File: src/rtl/mem_port_arbiter_if.sv
// Bundle of requester, memory and status signals around the unified memory port arbiter.
// slave: the arbiter itself; master: the requesters plus the memory it talks to.
interface mem_port_arbiter_if #(
   parameter int unsigned ADDR_W = 32,
   parameter int unsigned DATA_W = 32
);
   logic                  if_req;
   logic [ADDR_W-1:0]     if_addr;
   logic                  if_gnt;
   logic                  if_rvalid;
   logic [DATA_W-1:0]     if_rdata;

   logic                  d_req;
   logic                  d_we;
   logic [DATA_W/8-1:0]   d_be;
   logic [ADDR_W-1:0]     d_addr;
   logic [DATA_W-1:0]     d_wdata;
   logic                  d_gnt;
   logic                  d_rvalid;
   logic [DATA_W-1:0]     d_rdata;

   logic                  mem_req;
   logic                  mem_we;
   logic [DATA_W/8-1:0]   mem_be;
   logic [ADDR_W-1:0]     mem_addr;
   logic [DATA_W-1:0]     mem_wdata;
   logic                  mem_ack;
   logic [DATA_W-1:0]     mem_rdata;

   logic                  busy;
   logic                  err;

   modport slave (
      input  if_req, if_addr, d_req, d_we, d_be, d_addr, d_wdata, mem_ack, mem_rdata,
      output if_gnt, if_rvalid, if_rdata, d_gnt, d_rvalid, d_rdata,
      output mem_req, mem_we, mem_be, mem_addr, mem_wdata, busy, err
   );

   modport master (
      output if_req, if_addr, d_req, d_we, d_be, d_addr, d_wdata, mem_ack, mem_rdata,
      input  if_gnt, if_rvalid, if_rdata, d_gnt, d_rvalid, d_rdata,
      input  mem_req, mem_we, mem_be, mem_addr, mem_wdata, busy, err
   );
endinterface

File: src/rtl/mem_port_arbiter.sv
// Shares one memory port between instruction fetch and data load/store, one transaction at a time.
// Define MEM_ARB_TIMEOUT_EN to abort a WAIT that sees no mem_ack within TIMEOUT_CYCLES (sets err).
module mem_port_arbiter #(
   parameter int unsigned ADDR_W         = 32,
   parameter int unsigned DATA_W         = 32,
   parameter int unsigned STARVE_MAX     = 4,
   parameter int unsigned TIMEOUT_CYCLES = 16
) (
   input logic              clk,
   input logic              reset,
   mem_port_arbiter_if.slave bus
);
   localparam int unsigned BE_W = DATA_W / 8;
   localparam int unsigned SW   = $clog2(STARVE_MAX + 1);

   typedef enum logic [1:0] {StIdle, StWait, StResp} state_e;

   state_e              state_q;
   logic                owner_q;  // 1: data owns the port, 0: fetch
   logic [SW-1:0]       starve_q;
   logic                if_gnt_q, if_rvalid_q, d_gnt_q, d_rvalid_q;
   logic [DATA_W-1:0]   if_rdata_q, d_rdata_q;
   logic                mem_req_q, mem_we_q, busy_q;
   logic [BE_W-1:0]     mem_be_q;
   logic [ADDR_W-1:0]   mem_addr_q;
   logic [DATA_W-1:0]   mem_wdata_q;
`ifdef MEM_ARB_TIMEOUT_EN
   localparam int unsigned TW = $clog2(TIMEOUT_CYCLES + 1);
   logic [TW-1:0]       tmo_q;
   logic                err_q;
`endif

   logic starved, pick_data;
   assign starved   = (starve_q == SW'(STARVE_MAX));
   assign pick_data = bus.d_req && !(bus.if_req && starved);

   always_ff @(posedge clk) begin
      if (reset) begin
         state_q     <= StIdle;
         owner_q     <= 1'b0;
         starve_q    <= '0;
         if_gnt_q    <= 1'b0;
         if_rvalid_q <= 1'b0;
         if_rdata_q  <= '0;
         d_gnt_q     <= 1'b0;
         d_rvalid_q  <= 1'b0;
         d_rdata_q   <= '0;
         mem_req_q   <= 1'b0;
         mem_we_q    <= 1'b0;
         mem_be_q    <= '0;
         mem_addr_q  <= '0;
         mem_wdata_q <= '0;
         busy_q      <= 1'b0;
`ifdef MEM_ARB_TIMEOUT_EN
         tmo_q       <= '0;
         err_q       <= 1'b0;
`endif
      end else begin
         if_gnt_q    <= 1'b0;
         d_gnt_q     <= 1'b0;
         if_rvalid_q <= 1'b0;
         d_rvalid_q  <= 1'b0;
`ifdef MEM_ARB_TIMEOUT_EN
         err_q       <= 1'b0;
`endif
         if (!bus.if_req) starve_q <= '0;

         unique case (state_q)
            StIdle: begin
               if (bus.if_req || bus.d_req) begin
                  state_q   <= StWait;
                  busy_q    <= 1'b1;
                  mem_req_q <= 1'b1;
                  owner_q   <= pick_data;
`ifdef MEM_ARB_TIMEOUT_EN
                  tmo_q     <= '0;
`endif
                  if (pick_data) begin
                     d_gnt_q     <= 1'b1;
                     mem_we_q    <= bus.d_we;
                     mem_be_q    <= bus.d_be;
                     mem_addr_q  <= bus.d_addr;
                     mem_wdata_q <= bus.d_wdata;
                     // Data cannot win at STARVE_MAX with fetch pending, so this saturates.
                     if (bus.if_req) starve_q <= starve_q + SW'(1);
                  end else begin
                     if_gnt_q    <= 1'b1;
                     mem_we_q    <= 1'b0;
                     mem_be_q    <= '1;
                     mem_addr_q  <= bus.if_addr;
                     mem_wdata_q <= '0;
                     starve_q    <= '0;
                  end
               end
            end
            StWait: begin
               if (bus.mem_ack) begin
                  state_q   <= StResp;
                  mem_req_q <= 1'b0;
                  if (owner_q) begin
                     d_rvalid_q <= 1'b1;
                     d_rdata_q  <= mem_we_q ? '0 : bus.mem_rdata;
                  end else begin
                     if_rvalid_q <= 1'b1;
                     if_rdata_q  <= bus.mem_rdata;
                  end
               end
`ifdef MEM_ARB_TIMEOUT_EN
               else if (tmo_q == TW'(TIMEOUT_CYCLES - 1)) begin
                  state_q   <= StResp;
                  mem_req_q <= 1'b0;
                  err_q     <= 1'b1;
                  if (owner_q) begin
                     d_rvalid_q <= 1'b1;
                     d_rdata_q  <= '0;
                  end else begin
                     if_rvalid_q <= 1'b1;
                     if_rdata_q  <= '0;
                  end
               end else begin
                  tmo_q <= tmo_q + TW'(1);
               end
`endif
            end
            StResp: begin
               state_q <= StIdle;
               busy_q  <= 1'b0;
            end
            default: state_q <= StIdle;
         endcase
      end
   end

   assign bus.if_gnt    = if_gnt_q;
   assign bus.if_rvalid = if_rvalid_q;
   assign bus.if_rdata  = if_rdata_q;
   assign bus.d_gnt     = d_gnt_q;
   assign bus.d_rvalid  = d_rvalid_q;
   assign bus.d_rdata   = d_rdata_q;
   assign bus.mem_req   = mem_req_q;
   assign bus.mem_we    = mem_we_q;
   assign bus.mem_be    = mem_be_q;
   assign bus.mem_addr  = mem_addr_q;
   assign bus.mem_wdata = mem_wdata_q;
   assign bus.busy      = busy_q;
`ifdef MEM_ARB_TIMEOUT_EN
   assign bus.err       = err_q;
`else
   assign bus.err       = 1'b0;
`endif
endmodule

File: src/flat_wrapper.sv
// flat-port wrapper written by rule: the top's interface ports become plain ports
module mem_port_arbiter_flat 
#(
   parameter int unsigned ADDR_W         = 32,
   parameter int unsigned DATA_W         = 32,
   parameter int unsigned STARVE_MAX     = 4,
   parameter int unsigned TIMEOUT_CYCLES = 16
)
  (clk, reset, bus_if_req, bus_if_addr, bus_d_req, bus_d_we, bus_d_be, bus_d_addr, bus_d_wdata, bus_mem_ack, bus_mem_rdata, bus_if_gnt, bus_if_rvalid, bus_if_rdata, bus_d_gnt, bus_d_rvalid, bus_d_rdata, bus_mem_req, bus_mem_we, bus_mem_be, bus_mem_addr, bus_mem_wdata, bus_busy, bus_err);
  mem_port_arbiter_if #(.ADDR_W(ADDR_W), .DATA_W(DATA_W)) bus_i ();
  input logic clk;
  input logic reset;
  input wire logic [$bits(bus_i.if_req)-1:0] bus_if_req;
  input wire logic [$bits(bus_i.if_addr)-1:0] bus_if_addr;
  input wire logic [$bits(bus_i.d_req)-1:0] bus_d_req;
  input wire logic [$bits(bus_i.d_we)-1:0] bus_d_we;
  input wire logic [$bits(bus_i.d_be)-1:0] bus_d_be;
  input wire logic [$bits(bus_i.d_addr)-1:0] bus_d_addr;
  input wire logic [$bits(bus_i.d_wdata)-1:0] bus_d_wdata;
  input wire logic [$bits(bus_i.mem_ack)-1:0] bus_mem_ack;
  input wire logic [$bits(bus_i.mem_rdata)-1:0] bus_mem_rdata;
  output wire logic [$bits(bus_i.if_gnt)-1:0] bus_if_gnt;
  output wire logic [$bits(bus_i.if_rvalid)-1:0] bus_if_rvalid;
  output wire logic [$bits(bus_i.if_rdata)-1:0] bus_if_rdata;
  output wire logic [$bits(bus_i.d_gnt)-1:0] bus_d_gnt;
  output wire logic [$bits(bus_i.d_rvalid)-1:0] bus_d_rvalid;
  output wire logic [$bits(bus_i.d_rdata)-1:0] bus_d_rdata;
  output wire logic [$bits(bus_i.mem_req)-1:0] bus_mem_req;
  output wire logic [$bits(bus_i.mem_we)-1:0] bus_mem_we;
  output wire logic [$bits(bus_i.mem_be)-1:0] bus_mem_be;
  output wire logic [$bits(bus_i.mem_addr)-1:0] bus_mem_addr;
  output wire logic [$bits(bus_i.mem_wdata)-1:0] bus_mem_wdata;
  output wire logic [$bits(bus_i.busy)-1:0] bus_busy;
  output wire logic [$bits(bus_i.err)-1:0] bus_err;
  assign bus_i.if_req = bus_if_req;
  assign bus_i.if_addr = bus_if_addr;
  assign bus_i.d_req = bus_d_req;
  assign bus_i.d_we = bus_d_we;
  assign bus_i.d_be = bus_d_be;
  assign bus_i.d_addr = bus_d_addr;
  assign bus_i.d_wdata = bus_d_wdata;
  assign bus_i.mem_ack = bus_mem_ack;
  assign bus_i.mem_rdata = bus_mem_rdata;
  assign bus_if_gnt = bus_i.if_gnt;
  assign bus_if_rvalid = bus_i.if_rvalid;
  assign bus_if_rdata = bus_i.if_rdata;
  assign bus_d_gnt = bus_i.d_gnt;
  assign bus_d_rvalid = bus_i.d_rvalid;
  assign bus_d_rdata = bus_i.d_rdata;
  assign bus_mem_req = bus_i.mem_req;
  assign bus_mem_we = bus_i.mem_we;
  assign bus_mem_be = bus_i.mem_be;
  assign bus_mem_addr = bus_i.mem_addr;
  assign bus_mem_wdata = bus_i.mem_wdata;
  assign bus_busy = bus_i.busy;
  assign bus_err = bus_i.err;
  mem_port_arbiter #(.ADDR_W(ADDR_W), .DATA_W(DATA_W), .STARVE_MAX(STARVE_MAX), .TIMEOUT_CYCLES(TIMEOUT_CYCLES)) u_core (.clk(clk), .reset(reset), .bus(bus_i));
endmodule
File: config.mk
export PLATFORM = sky130hd
export DESIGN_NAME = mem_port_arbiter_flat
export DESIGN_NICKNAME = d
export VERILOG_FILES = /design/src/rtl/mem_port_arbiter_if.sv /design/src/rtl/mem_port_arbiter.sv /design/src/flat_wrapper.sv
export SDC_FILE = /design/constraint.sdc
export NUM_CORES = 1
export LEC_CHECK = 0
export BUFFER_PORTS_ARGS = -buffer_cell sky130_fd_sc_hd__buf_2
export CORE_MARGIN = 2
export CORE_UTILIZATION = 41
export DETAILED_ROUTE_END_ITERATION = 7
export GPL_ROUTABILITY_DRIVEN = 0
export GPL_TIMING_DRIVEN = 0
export PLACE_DENSITY_LB_ADDON = 0.05
export SYNTH_ARGS = -nofsm -noshare
export SYNTH_HDL_FRONTEND = slang
export SYNTH_SLANG_ARGS = --single-unit
File: constraint.sdc
create_clock -name clk -period 1.5 [get_ports clk]
set_clock_uncertainty 0.2 [all_clocks]
set_input_delay 0.3 -clock clk [delete_from_list [all_inputs] [get_ports clk]]
set_output_delay 0.3 -clock clk [all_outputs]
set_load 0.05 [all_outputs]
==> results of run 1 <==
==> through the flow <==
stage,TNS [ns],total power [W]
final,-10.97,0.01192
after global placement,-60.78,0.006468
after CTS,-3.508,0.01146
after detailed placement,-64.77,0.006515
after global routing,-17.65,0.01232
after floorplan,-0.07886,0.005874
==> placed cells by master (no fill, tap or decap), types with 5 or more instances in the layout <==
cell type        n
nand2_1         79
nor3b_2         21
nand2_2         10
buf_4          107
clkbuf_2         5
a22oi_1         10
dfxtp_2         17
buf_6           65
nor2_1         104
clkbuf_1        14
a21oi_1         41
nand2_4         10
buf_8           15
a21oi_4          7
clkbuf_16       24
dfxtp_1        126
buf_2          137
nor3b_4          9
a21oi_2         55
buf_12           7
a211oi_2        29
dlygate4sd3_1  104
a22oi_2         23
==> state kept, by name (all words and copies together) (netlist names), 2 cells and up <==
register / count
u_core.bus.d_rdata: 32
u_core.starve_q: 3
u_core.bus.if_rdata: 32
u_core.bus.mem_be: 4
u_core.state_q: 2
u_core.bus.mem_addr: 32
u_core.bus.mem_wdata: 32
==> synthesized netlist by cell type, types with 2 or more instances <==
master    instances  area share
nor3_2            4      0.0071
a22oi_1          33       0.044
nor3b_2          16       0.035
o21ai_0           3      0.0026
nand3_1           3      0.0026
nor2_1          105       0.069
nor3b_1          16       0.021
clkbuf_1         24       0.016
nor2b_1           5      0.0055
nand2_1          99       0.066
nor2_2            2      0.0022
dfxtp_1         145        0.51
buf_1             4      0.0026
buf_6             6       0.012
inv_1             5      0.0033
buf_2            20       0.018
nand4b_1          2      0.0031
a211oi_1          7      0.0093
a21oi_1         103       0.091
a211oi_2         26       0.057
buf_4             4      0.0053
ha_1              2      0.0044
==> area by class of cell <==
cell class | count | area [um2] | share of cell area
well taps | 176 | 220.2 | 0.02014
repair buffers | 409 | 3390 | 0.3100
clock buffers | 20 | 446.7 | 0.04085
clock inverters | 12 | 180.2 | 0.01648
multi-input cells | 436 | 3188 | 0.2915
plain buffers | 55 | 560.5 | 0.05126
flip-flops and latches | 145 | 2932 | 0.2681
inverters | 5 | 18.77 | 0.001716
==> worst min-delay path by stage <==
stage / end / cells after the start / slack (ns)
3_5_place_dp: u_core.bus.if_rdata[9] / 2 / 0.24
5_1_grt: u_core.bus.mem_addr[9] / 3 / 0.01
4_1_cts: u_core.bus.mem_addr[13] / 3 / 0.0009
2_1_floorplan: u_core.bus.if_rdata[10] / 2 / 0.24
3_3_place_gp: u_core.bus.if_rdata[27] / 2 / 0.24
6_report: u_core.bus.mem_addr[13] / 3 / 0.01
==> routing by layer <==
| metal | up-vias | track usage | wire length (um) |
|---|---|---|---|
| li1 | 3044 | - | - |
| met1 | 3115 | 0.3053 | 8939 |
| met2 | 295 | 0.4754 | 11580 |
| met3 | 46 | 0.06039 | 1520 |
| met4 | 0 | 0.1157 | 590 |
| met5 | - | 0 | 0 |
==> kinds of logic (layout without fill, tap and decap cells) <==
kind of cell / after synthesis / count (layout) / share of synthesized area
other: 1 / 1 / 0.0006610
adder cells (fa/ha/maj): 2 / 2 / 0.004410
buffers and inverters: 63 / 501 / 0.05668
AO/OA/AOI/OAI: 175 / 175 / 0.2080
AND/OR/NAND/NOR: 258 / 258 / 0.2186
flip-flops: 145 / 145 / 0.5117
==> timing repair <==
item | in CTS | in global routing
endpoints found under the hold margin | 102 | 0
pin swaps | 24 | 52
cloned | 4 | 10
resized for setup | 223 | 209
buffers inserted | 10 | 6
setup endpoints to repair | 280 | 169
hold buffers | 104 | 0
==> power breakdown <==
group / switching [W] / total (W) / internal, W
Combinational: 0.00183 / 0.00314 / 0.00131
Sequential: 0.000165 / 0.00426 / 0.00409
Clock: 0.00169 / 0.00453 / 0.00284
Total: 0.00368 / 0.0119 / 0.00824
==> worst reg2reg max path: stages (launching register included) <==
cell and delay (ns):
dfxtp_4 0.36, nand4b_1 0.30, buf_6 0.23, buf_6 0.13, nor3b_2 0.25, a21oi_1 0.09
nor2_1 0.10
==> flow_metrics.tcl, run 1 <==
set metrics [dict create \
    antenna_cells 0 \
    leakage_nw 4.651 \
    cts_buffers 17 \
    hold_viol_final 0 \
    worst_pin_slew_ns 0.7609 \
    syn_nets 784 \
    synth_area_um2 5673 \
    r2r_setup_slack_ns -0.22 \
    path_buf_inv 2 \
    cp_common_cell "buf_6" \
    syn_inst 644 \
    slowest_delay_ns 0.36 \
    cp-start-kind "flop" \
    track_usage 0.2665 \
    drt-pass1-iter-count 6 \
    ios 278 \
    syn_area_per_cell_um2 8.809 \
    synthToLayoutAreaGrowth_pct 92.77 \
    post-route-min-period_ns 1.716 \
    grt_overflow 0 \
    status "finished with violations" \
    synth-edff-count 0 \
    clkLatencyLatePin_ns 0.42 \
    cap_violations 0 \
    start_util 0.4233 \
    drive_gt1_frac 0.5370 \
    clock_path_buffers 2 \
    via_per_inst 5.167 \
    crit_type "flop to flop" \
    setup_viol 135 \
    relSlewSlack 0.4928 \
    rsz0062_at_grt "true" \
    clk_pin_slew_ns 0.07 \
    fmax_mhz 582.7 \
    yosysSeqAreaShare 0.5117 \
    worst-path-stages 6 \
    post_dp_cell_area_um2 7473 \
    final_nets 1209 \
    ys.flop_type "dfxtp_1" \
    cts_tree "yes" \
    cts-root-buf "clkbuf_16" \
    worstHoldPathType "input pin to flop" \
    fp.dieW_um 121.6 \
    dp_hpwl_mm 13.40 \
    io_buffers 275 \
    die_y_um 121.6 \
    routed_wl_mm 22.63 \
    postLayoutCellArea_um2 10940 \
    place_ws_ns -0.7724 \
    fillers 797 \
    antenna_found_initial 0 \
    ys_seq_elements 145 \
    synth_cell_types 32 \
    worstPathArrival_ns 1.88 \
    crit_family "simple AND/OR/NAND/NOR gates" \
    cts.sinks 145 \
    synth_warnings 0 \
    power_density_nw_per_um2 1090 \
    crit_path_start "u_core.state_q[1]" \
    reg2reg_depth 6 \
    dieArea_um2 14790 \
    synthArstFlopShare 0 \
    r2r-start "u_core.state_q[1]" \
    fin_cells 1258 \
    timing.final.crit_share 1.144 \
    cp_slowest_cell "dfxtp_4" \
    setup_ws_ns -0.2161 \
    grt_pass1_wl_mm 30.93 \
    vias 6500 \
    whs_ns 0.01457 \
    rows 42 \
    htreeDepth 4 \
    grt_pass1_vias 6327 \
    critPathCapture "u_core.bus.d_rdata[2]" \
    final_core_util 0.8161 \
    ir_drop_mv 0.7788 \
    maxSlewViolCount 0 \
    drt_iter0_drc 449 \
    worstPathRequired_ns 1.66 \
    worstPathCellList "nand4b_1 -> buf_6 -> buf_6 -> nor3b_2 -> a21oi_1 -> nor2_1" \
    grt_max_degree 17 \
    critPathCaptureType "flop" \
    min_from "bus_d_addr[13]" \
    violations "negative setup slack" \
    place_inst 1095 \
    core_um2 13400 \
    r2r_end "u_core.bus.d_rdata[2]" \
    ant_nets 0 \
    wl_per_cell_um 17.99 \
    critPathMaxFanout 5 \
    drcViolationCount 0 \
]
(Power assumes the default switching activity.)
==> run 2, diff against run 1 <==
--- a/config.mk
+++ b/config.mk
@@ -11,7 +11,7 @@
 export DETAILED_ROUTE_END_ITERATION = 7
 export GPL_ROUTABILITY_DRIVEN = 0
 export GPL_TIMING_DRIVEN = 0
-export PLACE_DENSITY_LB_ADDON = 0.05
+export PLACE_DENSITY = 0.75
 export SYNTH_ARGS = -nofsm -noshare
 export SYNTH_HDL_FRONTEND = slang
 export SYNTH_SLANG_ARGS = --single-unit
==> flow_metrics.tcl, run 2 (same netlist as run 1, synthesis figures left out) <==
set metrics [dict create \
    cts.sinks 145 \
    relSlewSlack 0.4024 \
    r2r-start "u_core.starve_q[0]" \
    switching_share 0.3148 \
    cts_buffers 17 \
    timing.final.crit_share 1.131 \
    drive_gt1_frac 0.5383 \
    rsz0062_at_grt "true" \
    setup_ws_ns -0.1972 \
    wl_per_cell_um 20.94 \
    die_y_um 121.6 \
    status "finished with violations" \
    antenna_found_initial 2 \
    cts_tree "yes" \
    busiest_layer "met2" \
    use_met1 0.3173 \
    worstPathCellList "inv_2 -> ha_4 -> nand3_4 -> nand2_2 -> buf_6 -> nand2_1 -> a211oi_2" \
    hold_viol_final 0 \
    reg2reg_depth 7 \
    cts-root-buf "clkbuf_16" \
    cp_slowest_cell "dfxtp_2" \
    dp_hpwl_mm 13.06 \
    ant_nets 0 \
    track_usage 0.2944 \
    via_per_inst 5.516 \
    worstHoldPathType "input pin to flop" \
    start_util 0.4233 \
    finalSetupTns_ns -11.10 \
    htreeDepth 4 \
    cap_violations 0 \
    rows 42 \
    power.switching_w 0.003803 \
    grt_pass1_vias 6702 \
    core_um2 13400 \
    p_int_w 0.008276 \
    ios 278 \
    critPathMaxFanout 10 \
    routed_wl_mm 26.43 \
    synthToLayoutAreaGrowth_pct 94.16 \
    clock_path_buffers 2 \
    drcViolationCount 0 \
    min_from "bus_d_addr[31]" \
    grt_overflow 0 \
    hold_path_depth 3 \
    fillers 698 \
    final_common_cell "buf_2" \
    min_to "u_core.bus.mem_addr[31]" \
    r2r_end "u_core.bus.mem_addr[0]" \
    setup_viol 138 \
    fin_cells 1262 \
    vias 6961 \
    crit_type "flop to flop" \
    slowest_delay_ns 0.32 \
    fp.dieW_um 121.6 \
    crit_path_start "u_core.starve_q[0]" \
    drt_iter0_drc 444 \
    ir_drop_mv 0.7242 \
    final_nets 1212 \
    clk_pin_slew_ns 0.07 \
    worstPathRequired_ns 1.63 \
    critPathCaptureType "flop" \
    gr-usage-met3 0.09176 \
    place_inst 1095 \
    dieArea_um2 14790 \
    cp-start-kind "flop" \
    post-route-min-period_ns 1.697 \
    use_met2 0.4916 \
    violations "negative setup slack" \
    r2r_setup_slack_ns -0.20 \
    clkPwrFrac 0.372 \
    worstPathArrival_ns 1.83 \
    p_comb_frac 0.272 \
    maxSlewViolCount 0 \
    final_cell_mix "buf_2 (137), dfxtp_1 (117), dlygate4sd3_1 (105)" \
    grt_pass1_wl_mm 33.77 \
    worst_pin_slew_ns 0.8963 \
    leakage_nw 4.623 \
    io_buffers 275 \
    clkLatencyLatePin_ns 0.42 \
    fmax_mhz 589.2 \
    seq_power_share 0.355 \
    drt-pass1-iter-count 5 \
    power_density_nw_per_um2 1097 \
    grt_max_degree 17 \
]
==> run 2: cell count changes in the layout (fill, tap and decap cells not counted), sizes merged <==
cell         change
clkinv           -2
dlygate4sd3      +1
clkbuf           +6
diode            +3
clkinvlp         +2
inv              -2
buf              -4
==> run 2: timing repair <==
action	in CTS	in global routing
gates cloned	4	11
gates resized for setup	211	234
pin swaps	10	56
setup buffers	7	11
hold buffers	105	0
endpoints found under the setup margin	279	194
endpoints found under the hold margin	102	0
==> run 2: metal layers <==
layer  vias up  share of wire
met5         -              0
met4         0          0.072
met3       148          0.078
met2       431           0.49
met1      3328           0.36
li1       3054              -
==> run 2: final cells by class <==
cell class | instances | area (um2) | area share
timing repair buffer | 413 | 3486 | 0.3165
multi-input combinational | 436 | 3211 | 0.2915
sequential | 145 | 2943 | 0.2672
buffer | 54 | 511.7 | 0.04646
clock buffer | 20 | 456.7 | 0.04146
tap | 176 | 220.2 | 0.01999
clock inverter | 10 | 160.2 | 0.01454
inverter | 5 | 18.77 | 0.001704
antenna | 3 | 7.507 | 0.0006816
==> run 2: worst max-delay path by stage <==
stage               slack, ns                       end  cells past startpoint
finish                  -0.20    u_core.bus.mem_addr[0]                      7
global route            -0.25   u_core.bus.mem_addr[19]                      7
CTS                     -0.09    u_core.bus.d_rdata[17]                      6
detailed placement      -0.79    u_core.bus.d_rdata[28]                      4
global placement        -0.79  u_core.bus.mem_wdata[24]                      4
floorplan              -0.005    u_core.bus.mem_addr[0]                      8
==> run 2: worst max-delay path, delay by kind of cell, from the launching register on <==
family	cells	cell delay, ns
adders and majority gates	1	0.15
AOI/OAI and AO/OA	1	0.31
and+or+nand+nor	3	0.37
buffers and inverters	2	0.25
DFF	1	0.32
==> run 2: power by group through the flow <==
stage	Clock (W)	Sequential, W	Combinational (W)
5_1_grt	0.00470	0.00430	0.00341
2_1_floorplan	0	0.00507	0.000808
6_report	0.00450	0.00429	0.00329
3_5_place_dp	0	0.00428	0.00224
3_3_place_gp	0	0.00428	0.00222
4_1_cts	0.00448	0.00422	0.00273
==> run 2: per-stage QoR <==
stage          total power (W)  instance area (um2)    util  hold slack, ns  setup WS [ns]
2_1_floorplan         0.005874                 5877       -          0.2360      -0.005364
3_3_place_gp          0.006499                 7473  0.5577          0.2405        -0.7878
3_5_place_dp          0.006520                 7473  0.5577          0.2449        -0.7926
4_1_cts                0.01143                 9837  0.7341        0.004152       -0.08802
5_1_grt                0.01242                11010  0.8218        0.009958        -0.2528
6_report               0.01208                11010  0.8219         0.01635        -0.1972
==> run 3, diff against run 2 <==
--- a/config.mk
+++ b/config.mk
@@ -7,11 +7,12 @@
 export LEC_CHECK = 0
 export BUFFER_PORTS_ARGS = -buffer_cell sky130_fd_sc_hd__buf_2
 export CORE_MARGIN = 2
-export CORE_UTILIZATION = 41
+export CORE_UTILIZATION = 25
 export DETAILED_ROUTE_END_ITERATION = 7
 export GPL_ROUTABILITY_DRIVEN = 0
 export GPL_TIMING_DRIVEN = 0
-export PLACE_DENSITY = 0.75
+export PLACE_DENSITY = 0.5
 export SYNTH_ARGS = -nofsm -noshare
 export SYNTH_HDL_FRONTEND = slang
 export SYNTH_SLANG_ARGS = --single-unit
+export TNS_END_PERCENT = 1
==> constraint.sdc (replaced) <==
create_clock -name clk -period 1.5 [get_ports clk]
set_clock_uncertainty 0.2 [all_clocks]
set_input_delay 0.3 -clock clk [delete_from_list [all_inputs] [get_ports clk]]
set_output_delay 0.3 -clock clk [all_outputs]
set_load 0.02 [all_outputs]
==> flow_metrics.tcl, run 3 (same netlist as run 1, synthesis figures left out) <==
set metrics [dict create \
    status "finished with violations" \
    violations "negative setup slack" \
    min_from "bus_d_addr[13]" \
    worstPathRequired_ns 1.59 \
    die_y_um 154.6 \
    post-route-min-period_ns 1.628 \
    ant_nets 0 \
    antenna_found_initial 1 \
    final_nets 1204 \
    r2r-start "u_core.starve_q[0]" \
    worstPathCellList "inv_2 -> ha_4 -> nand3_4 -> and3_4 -> buf_6 -> buf_6 -> nor2b_1 -> nor3_2" \
    htreeDepth 4 \
    p_int_w 0.008122 \
    cp_common_cell "buf_6" \
    clk_pin_slew_ns 0.06 \
    worstPathArrival_ns 1.72 \
    ios 278 \
    cts-root-buf "clkbuf_16" \
    slowest_delay_ns 0.33 \
    final_common_cell "buf_2" \
    power.switching_w 0.003192 \
    drcViolationCount 0 \
    regArea_um2 2914 \
    maxSlewViolCount 0 \
    clkLatencyLatePin_ns 0.42 \
    postLayoutCellArea_um2 10110 \
    fp.dieW_um 154.6 \
    reg2reg_depth 8 \
    dieArea_um2 23910 \
    setup_ws_ns -0.1282 \
    start_util 0.2529 \
    grt_pass1_vias 6208 \
    setup_viol 123 \
    drt-pass1-iter-count 4 \
    power_density_nw_per_um2 1119 \
    r2r_end "u_core.bus.mem_be[0]" \
    clkPwrFrac 0.430 \
    via_per_inst 4.508 \
    worstHoldPathType "input pin to flop" \
    cap_violations 0 \
    critPathMaxFanout 10 \
    r2r_setup_slack_ns -0.13 \
    cts_buffers 17 \
    vias 6144 \
    dp_hpwl_mm 14.58 \
    worst_pin_slew_ns 0.8881 \
    grt_max_degree 17 \
    cts_tree "yes" \
    critPathCaptureType "flop" \
    relSlewSlack 0.4079 \
    ir_drop_mv 0.6664 \
    hold_viol_final 0 \
    fmax_mhz 614.2 \
    hold_path_depth 3 \
    cts.sinks 145 \
    p_comb_frac 0.198 \
    place_ws_ns -1.074 \
    multi_input_area_um2 2910 \
    grt_pass1_wl_mm 32.96 \
    fillers 2204 \
    min_to "u_core.bus.mem_addr[13]" \
    switching_share 0.2821 \
    wl_per_cell_um 15.70 \
    cp-start-kind "flop" \
    crit_type "flop to flop" \
    synthToLayoutAreaGrowth_pct 78.30 \
    track_usage 0.1747 \
    final_cell_mix "buf_2 (274), dfxtp_1 (140), dlygate4sd3_1 (107)" \
    seq_power_share 0.372 \
    grt_overflow 0 \
    timing.final.crit_share 1.085 \
    core_um2 22430 \
    clock_path_buffers 2 \
    rsz0062_at_grt "true" \
    rows 55 \
    routed_wl_mm 21.40 \
    post_dp_cell_area_um2 7412 \
    drt_iter0_drc 266 \
    cp_slowest_cell "dfxtp_2" \
    io_buffers 275 \
    leakage_nw 4.449 \
    drive_gt1_frac 0.4875 \
]
==> run 3: changes by cell type in the layout (fill, tap and decap cells not counted), moves of 9 or more <==
cell     previous run  this run
buf_4              94        28
a21oi_2            24        33
dfxtp_2            26         3
dfxtp_1           117       140
buf_2             137       274
nor2_1             96       105
nand2_2             8        19
buf_6              80        11
a21oi_4            23         6
==> run 3: how the worst max path moves through the flow <==
stage | startpoint | endpoint | slack (ns)
after floorplan | u_core.starve_q[0] | u_core.bus.mem_addr[1] | -0.13
after global placement | reset | u_core.bus.mem_wdata[29] | -1.09
after detailed placement | reset | u_core.bus.mem_wdata[24] | -1.07
after CTS | u_core.starve_q[0] | u_core.bus.mem_addr[5] | -0.12
after global routing | u_core.starve_q[0] | u_core.bus.mem_addr[24] | -0.18
final | u_core.starve_q[0] | u_core.bus.mem_be[0] | -0.13
==> run 3: power groups by stage <==
stage                     logic [W]  registers, W  clock network [W]
after floorplan            0.000730       0.00456                  0
after global placement      0.00167       0.00428                  0
after detailed placement    0.00168       0.00428                  0
after CTS                   0.00213       0.00420            0.00498
after global routing        0.00241       0.00424            0.00513
final                       0.00224       0.00421            0.00486
==> run 3: metrics by stage <==
step                power [W]  setup TNS [ns]  hold slack, ns  utilization  instances
floorplan            0.005291          -6.068          0.2360            -        644
global placement     0.005955          -98.88          0.2396       0.3304       1204
detailed placement   0.005961          -96.84          0.2434       0.3304       1204
CTS                   0.01130          -10.05       0.0002864       0.4345       1357
global route          0.01177          -17.62         0.01372       0.4508       1362
finish                0.01131          -7.108         0.01685       0.4509       1363
==> run 3: metal layers <==
| metal | track usage | up-vias | part of all wire | wire, um |
|---|---|---|---|---|
| met4 | 0.05379 | 2 | 0.015 | 314 |
| li1 | - | 3044 | - | - |
| met3 | 0.04371 | 24 | 0.060 | 1282 |
| met5 | 0 | - | 0.00061 | 13 |
| met1 | 0.2197 | 2886 | 0.44 | 9489 |
| met2 | 0.2951 | 188 | 0.48 | 10300 |
==> run 3: what timing repair did <==
item                       in CTS  in global routing
gates cloned                    4                  2
pin swaps                      53                 30
setup endpoints to repair     143                143
hold buffers                  107                  0
gates resized for setup       134                 76
hold endpoints to repair      103                  0
buffers inserted               10                  3
==> run 3: critical path: cells and delay by family, from the launching register on <==
family                   cells  cell delay (ns)
adder cells (fa/ha/maj)      1             0.16
buffers and inverters        3             0.32
flip-flops                   1             0.33
AND/OR/NAND/NOR              4             0.48
==> run 3: layout make-up <==
| type | count | share of cell area |
|---|---|---|
| diodes | 1 | 0.0002474 |
| multi-input cells | 436 | 0.2877 |
| clock inverters | 14 | 0.02227 |
| clock buffers | 18 | 0.04342 |
| inverters | 5 | 0.001856 |
| plain buffers | 58 | 0.05208 |
| well taps | 285 | 0.03525 |
| repair buffers | 401 | 0.2690 |
| flip-flops and latches | 145 | 0.2881 |
